===== config.mk =====
export PLATFORM = sky130hd
export DESIGN_NAME = char_display_scan
export DESIGN_NICKNAME = d
export VERILOG_FILES = /design/src/rtl/char_display_scan.sv
export SDC_FILE = /design/constraint.sdc
export NUM_CORES = 1
export LEC_CHECK = 0
export CELL_PAD_IN_SITES_DETAIL_PLACEMENT = 1
export CELL_PAD_IN_SITES_GLOBAL_PLACEMENT = 2
export CORE_ASPECT_RATIO = 0.8
export CORE_MARGIN = 2
export CORE_UTILIZATION = 34
export DETAILED_ROUTE_END_ITERATION = 6
export PLACE_DENSITY = 0.77
export REMOVE_ABC_BUFFERS = 1
export SYNTH_ARGS = -nofsm -noshare
export SYNTH_HDL_FRONTEND = slang
export SYNTH_SLANG_ARGS = --single-unit
export TNS_END_PERCENT = 100

===== constraint.sdc =====
create_clock -name clock -period 3.3 [get_ports clock]
set_input_delay 0.99 -clock clock [delete_from_list [all_inputs] [get_ports clock]]
set_output_delay 0.99 -clock clock [all_outputs]
set_load 0.1 [all_outputs]

===== src/rtl/char_display_scan.sv =====
// ---------------------------------------------------------------------------
// char_display_scan
//
// Scans a 40-bit word of eight 5-bit character codes (0 = blank, 1..26 =
// A..Z, 27..31 = dash) onto an 8-digit common-anode 7-segment display.
// Each digit is driven for SCAN_DIV cycles and is then followed by
// BLANK_CYCLES cycles with every digit off, which suppresses ghosting.
// The input word is latched once per frame, in the LOAD state, so a message
// that changes part-way through a frame is never shown torn.
//
// Ports:
//   clock        in   1   system clock, rising edge
//   rst          in   1   synchronous reset, active-high
//   instruction  in  40   char codes, [39:35] leftmost ... [4:0] rightmost
//   dim          in   1   (DISP_DIM_EN only) shorten the lit part of SHOW
//   an           out  8   digit enables, active-low, an[7] leftmost
//   seg          out  7   segments {g,f,e,d,c,b,a}, active-low
//   dp           out  1   decimal point, active-low, always off
//   frame_done   out  1   one-cycle pulse on the LOAD slot ending a frame
//
// Optional feature macro: DISP_DIM_EN (adds the dim input).
// Every output is registered, so it shows the FSM state one cycle late.
// ---------------------------------------------------------------------------
module char_display_scan #(
  parameter int unsigned SCAN_DIV     = 100000,
  parameter int unsigned BLANK_CYCLES = 16
) (
  input  logic        clock,
  input  logic        rst,
  input  logic [39:0] instruction,
`ifdef DISP_DIM_EN
  input  logic        dim,
`endif
  output logic [7:0]  an,
  output logic [6:0]  seg,
  output logic        dp,
  output logic        frame_done
);

  localparam int unsigned MAX_SB  = (SCAN_DIV > BLANK_CYCLES) ? SCAN_DIV : BLANK_CYCLES;
  localparam int unsigned CNT_MAX = (MAX_SB > 2) ? MAX_SB : 2;
  localparam int          CNT_W   = $clog2(CNT_MAX);

  localparam logic [CNT_W-1:0] SHOW_LAST  = CNT_W'(SCAN_DIV - 1);
  localparam logic [CNT_W-1:0] BLANK_LAST = CNT_W'((BLANK_CYCLES == 0) ? 0 : BLANK_CYCLES - 1);
  localparam bit               NO_BLANK   = (BLANK_CYCLES == 0);

  localparam logic [1:0] LOAD  = 2'd0;
  localparam logic [1:0] SHOW  = 2'd1;
  localparam logic [1:0] BLANK = 2'd2;

  logic [1:0]       state_reg, state_next;
  logic [39:0]      shadow_reg, shadow_next;
  logic [2:0]       k_reg, k_next;
  logic [CNT_W-1:0] counter_reg, counter_next;
  // Set when the FSM returns to LOAD after the last digit; distinguishes the
  // end-of-frame LOAD from the one straight after reset.
  logic             wrap_reg, wrap_next;
  logic [7:0]       an_reg, an_next;
  logic [6:0]       seg_reg, seg_next;
  logic             frame_done_reg;

  // Split the latched word into characters; chars[gi] is digit index 7-gi.
  logic [4:0] chars [8];
  for (genvar gi = 0; gi < 8; gi++) begin : g_chars
    assign chars[gi] = shadow_reg[5*gi +: 5];
  end

  // Active-high glyphs {g,f,e,d,c,b,a}.
  function automatic logic [6:0] glyph(input logic [4:0] code);
    case (code)
      5'd0:    glyph = 7'h00;
      5'd1:    glyph = 7'h77;  5'd2:  glyph = 7'h7C;  5'd3:  glyph = 7'h39;
      5'd4:    glyph = 7'h5E;  5'd5:  glyph = 7'h79;  5'd6:  glyph = 7'h71;
      5'd7:    glyph = 7'h3D;  5'd8:  glyph = 7'h76;  5'd9:  glyph = 7'h30;
      5'd10:   glyph = 7'h1E;  5'd11: glyph = 7'h75;  5'd12: glyph = 7'h38;
      5'd13:   glyph = 7'h55;  5'd14: glyph = 7'h54;  5'd15: glyph = 7'h3F;
      5'd16:   glyph = 7'h73;  5'd17: glyph = 7'h67;  5'd18: glyph = 7'h50;
      5'd19:   glyph = 7'h6D;  5'd20: glyph = 7'h78;  5'd21: glyph = 7'h3E;
      5'd22:   glyph = 7'h1C;  5'd23: glyph = 7'h6A;  5'd24: glyph = 7'h49;
      5'd25:   glyph = 7'h6E;  5'd26: glyph = 7'h5B;
      default: glyph = 7'h40;
    endcase
  endfunction

  // Whether the current SHOW cycle actually lights its digit.
  logic lit;
`ifdef DISP_DIM_EN
  localparam int unsigned DIM_Q = SCAN_DIV / 4;
  localparam logic [CNT_W:0] DIM_LEN = (CNT_W+1)'((DIM_Q < 1) ? 1 : DIM_Q);
  assign lit = !dim || ({1'b0, counter_reg} < DIM_LEN);
`else
  assign lit = 1'b1;
`endif

  // End of a digit's slot: end of BLANK, or end of SHOW when there is no BLANK.
  logic slot_end;
  assign slot_end = (state_reg == BLANK && counter_reg == BLANK_LAST) ||
                    (NO_BLANK && state_reg == SHOW && counter_reg == SHOW_LAST);

  always_comb begin
    state_next   = state_reg;
    shadow_next  = shadow_reg;
    k_next       = k_reg;
    counter_next = counter_reg;
    wrap_next    = wrap_reg;
    case (state_reg)
      LOAD: begin
        shadow_next  = instruction;
        k_next       = 3'd0;
        counter_next = '0;
        wrap_next    = 1'b0;
        state_next   = SHOW;
      end
      SHOW, BLANK: begin
        if (slot_end) begin
          counter_next = '0;
          if (k_reg == 3'd7) begin
            state_next = LOAD;
            wrap_next  = 1'b1;
          end else begin
            k_next     = k_reg + 3'd1;
            state_next = SHOW;
          end
        end else if (state_reg == SHOW && counter_reg == SHOW_LAST) begin
          counter_next = '0;
          state_next   = BLANK;
        end else begin
          counter_next = counter_reg + 1'b1;
        end
      end
      default: state_next = LOAD;
    endcase
  end

  always_comb begin
    an_next  = 8'hFF;
    seg_next = 7'h7F;
    if (state_reg == SHOW && lit) begin
      an_next  = ~(8'b1 << (3'd7 - k_reg));
      seg_next = ~glyph(chars[~k_reg]);
    end
  end

  always_ff @(posedge clock) begin
    if (rst) begin
      state_reg      <= LOAD;
      shadow_reg     <= '0;
      k_reg          <= '0;
      counter_reg    <= '0;
      wrap_reg       <= 1'b0;
      an_reg         <= 8'hFF;
      seg_reg        <= 7'h7F;
      frame_done_reg <= 1'b0;
    end else begin
      state_reg      <= state_next;
      shadow_reg     <= shadow_next;
      k_reg          <= k_next;
      counter_reg    <= counter_next;
      wrap_reg       <= wrap_next;
      an_reg         <= an_next;
      seg_reg        <= seg_next;
      frame_done_reg <= (state_reg == LOAD) && wrap_reg;
    end
  end

  assign an         = an_reg;
  assign seg        = seg_reg;
  assign dp         = 1'b1;
  assign frame_done = frame_done_reg;

endmodule


==> qor.log <==
qor: cts.clock-sinks 79
qor: logic_synthesis.synth_fa_ha_area_frac 0.0633
qor: cells_and_area.synthToLayoutAreaGrowth 25.7%
qor: cts.post_cts_setup_inserts 0
qor: route.drt_drc_violations_left 0
qor: grt.grt_pass1_vias 2897
qor: cts.clkLatencyLatePin 340 ps
qor: logic_synthesis.synth_compound_gate_area_share 0.0620
qor: timing.min_period 2650 ps
qor: route.drt_first_pass_iters 4
qor: cells_and_area.design.final.nets 499
qor: die.floorplan.die_area 11900 µm²
qor: setup_path.r2r-end seg[1]
qor: timing.unrepaired_setup_endpoints_after_global_routing no
qor: route.dr_total_vias 2871
qor: logic_synthesis.synth-warning-count 0
qor: cts.tritoncts.num_buffers 9
qor: grt.grt_antenna_before_repair 0
qor: cells_and_area.antenna-diode-count 0
qor: timing.timing_hold_violations_final 0
qor: pwr.cellPowerDensity 520 nW/µm²
qor: logic_synthesis.synth.yosys.seq_area_share 0.421
qor: setup_path.worstRegToRegCells 8
qor: cells_and_area.largest_register_ffs 40
qor: die.die_h 98.0 µm
qor: setup_path.critical_path.startpoint_type register
qor: cts.cts_root_buffer clkbuf_16
qor: logic_synthesis.synth_cell_type_count 51
qor: cts.cts_tree done
qor: cells_and_area.area_used_by_sequential_logic_in_the_layout 1580 µm²
qor: timing.setup_ws 653 ps
qor: placed_design.dp_hpwl 6860 µm
qor: setup_path.ff2ff_setup_slack 650 ps
qor: cts.clkSlewWorstSetupHoldPaths 60 ps
qor: timing.layout_worst_path_cycle_share 0.802
qor: placed_design.numPortBuffers 57
qor: grt.grt_start_max_net_pins 41
qor: grt.grt_first_pass_wirelength 15100 µm
qor: setup_path.critical_path.max_fanout 11
qor: placed_design.pre_cts_slack 683 ps
qor: timing.slew_viol_final 0
qor: cells_and_area.n_fill_cell 1235
qor: timing.achievable-frequency 378 MHz
qor: logic_synthesis.synth-main-ff-cell dfxtp_1
qor: route.vias_per_cell 4.89
qor: logic_synthesis.synthesis.area 3750 µm²
qor: logic_synthesis.synth_area_per_cell 9.83 µm²
qor: setup_path.slowest_delay 690 ps
qor: timing.tightestPinTransition 708 ps
qor: die.num_rows 34
qor: setup_path.crit_type register to register
qor: logic_synthesis.synthArstFlopShare 0
qor: setup_path.slowest_stage dfxtp_1
qor: worst_hold_path.worst_hold_path_type register to register
qor: cts.ctsLongestPathBuffers 2
qor: timing.worst_hold_slack 458 ps
qor: setup_path.timing.critical_path.to_type register
qor: setup_path.worstSetupEndpoint seg[1]
qor: setup_path.cp_data_required_time 3580 ps
qor: cells_and_area.area_of_combinational_cells_with_multiple_inputs 2030 µm²
qor: setup_path.critical_path.startpoint k_reg[0]
qor: die.num_io_pins 59
qor: logic_synthesis.synth_xor_xnor_area_share 0.0420
qor: cts.cts-htree-levels 3
qor: grt.globalRoute.totalOverflow 0
qor: cells_and_area.layout.cells.most_common dfxtp_1
qor: timing.clock_skew 5.79 ps
qor: logic_synthesis.combinational_family_with_the_most_area_after_synthesis multiplexers
qor: timing.timing.final.setup_violations 0
qor: timing.setup-tns-final 0 ps
qor: cts.ctsHoldBuffers 0
qor: cts.post_cts_resize_count 0
qor: worst_hold_path.hold-path-cell-count 2
qor: setup_path.arrival 2930 ps
qor: job.maxCapViolCount 0
qor: run_status.status finished, final reports clean
qor: cells_and_area.drive_above_1_share 0.133
qor: die.initial_utilization 0.347
qor: logic_synthesis.syn-instance-count 382
qor: die.design.core.area 10800 µm²
qor: route.wl_per_cell 15.6 µm
qor: logic_synthesis.yosys-mux-area-fraction 0.206
qor: logic_synthesis.seq_cells_post_synth 79
qor: placed_design.gp_routability_congestion 0.822
qor: grt.grt_use_total 0.163
qor: setup_path.series_of_cell_instances_along_the_critical_path mux4_1 -> mux2i_1 -> inv_1 -> ha_1 -> or3_1 -> a21oi_1 -> o31ai_1 -> nand3_1
qor: die.chipWidth 121 µm
qor: timing.timing.max_slew.rel_slack 0.528
qor: route.drtIter0Drc 133
qor: route.drt_wl_total 9140 µm
qor: logic_synthesis.number_of_enable_flip_flop_cells_after_synthesis 0
qor: setup_path.r2r-start k_reg[0]
qor: route.detail-route-antenna-nets 0
qor: pwr.p_leak 0.00198 µW
qor: cells_and_area.most-common-layout-cells 79 x dfxtp_1, 72 x nor2_1, 43 x mux2i_1
qor: logic_synthesis.synth_simple_gate_area_frac 0.165
qor: pwr.worst_ir_drop_vdd 0.000231 V
[metal layers]
metal | global-route usage | vias up | wire (µm)
li1 | - | 1429 | -
met4 | 0.0584 | 0 | 133
met1 | 0.236 | 1372 | 4860
met5 | 0 | - | 0
met2 | 0.231 | 59 | 3750
met3 | 0.0432 | 11 | 399
[synthesized netlist by cell type (2+ instances only)]
cell,count,share of area
nand2_1,25,0.025
xnor2_1,8,0.019
and3_1,2,0.0033
ha_1,19,0.063
o21ai_1,4,0.0053
o211ai_1,4,0.0080
mux2_2,2,0.0060
xor2_1,10,0.023
nor2b_1,3,0.0050
nand4_1,4,0.0067
mux4_2,6,0.036
buf_4,4,0.0080
nand2b_1,2,0.0033
nor4_1,2,0.0033
nor4b_1,2,0.0047
dfxtp_1,79,0.42
buf_6,2,0.0060
clkbuf_1,8,0.0080
mux2i_2,2,0.0073
o31ai_1,2,0.0040
inv_1,8,0.0080
buf_1,6,0.0060
nor3_1,5,0.0067
a21oi_1,7,0.0093
a31oi_1,2,0.0033
mux2i_1,43,0.11
mux4_1,4,0.028
nand3_1,17,0.023
o21ai_0,6,0.0080
mux2_4,2,0.0080
nor2_1,72,0.072
[critical path, delay by kind of cell, from the launching register on]
kind                     cells  cell delay [ps]
adder cells (fa/ha/maj)      1              260
multiplexers                 2              800
AND/OR/NAND/NOR              2              450
flip-flops                   1              690
buffers and inverters        1              120
AO/OA/AOI/OAI                2              270
[power breakdown]
part	switching [µW]	internal, µW	leakage [µW]
logic	235	182	0.00118
registers	30.3	1010	0.000648
clock network	392	606	0.000149
total	657	1800	0.00198
[cell type report]
class / instances / area share
sequential: 79 / 0.335
inverter: 10 / 0.00822
multi-input combinational: 272 / 0.429
tap: 144 / 0.0382
clock inverter: 5 / 0.0122
clock buffer: 11 / 0.0514
timing repair buffer: 66 / 0.126
[stage by stage]
stage | area (µm²) | power [µW] | std cells | utilization
floorplan | 3640 | 1340 | 361 | -
global placement | 4420 | 1470 | 571 | 0.409
detailed placement | 4420 | 1480 | 571 | 0.409
CTS | 4720 | 2490 | 587 | 0.437
global route | 4720 | 2570 | 587 | 0.437
finish | 4720 | 2450 | 587 | 0.437
[logic make-up after synthesis]
family / Yosys count
flops: 79
other cells: 1
buf+inv: 31
simple gates: 140
fa+ha+maj: 19
compound gates: 34
xor+xnor: 18
mux: 60
[how the worst min path moves through the flow]
stage                        start         end  slack (ps)
after CTS                 wrap_reg  frame_done         460
after global routing      wrap_reg  frame_done         470
final                     wrap_reg  frame_done         460
after detailed placement  wrap_reg  frame_done         450
after global placement    wrap_reg  frame_done         450
after floorplan           wrap_reg  frame_done         420
(Power assumes the default switching activity.)
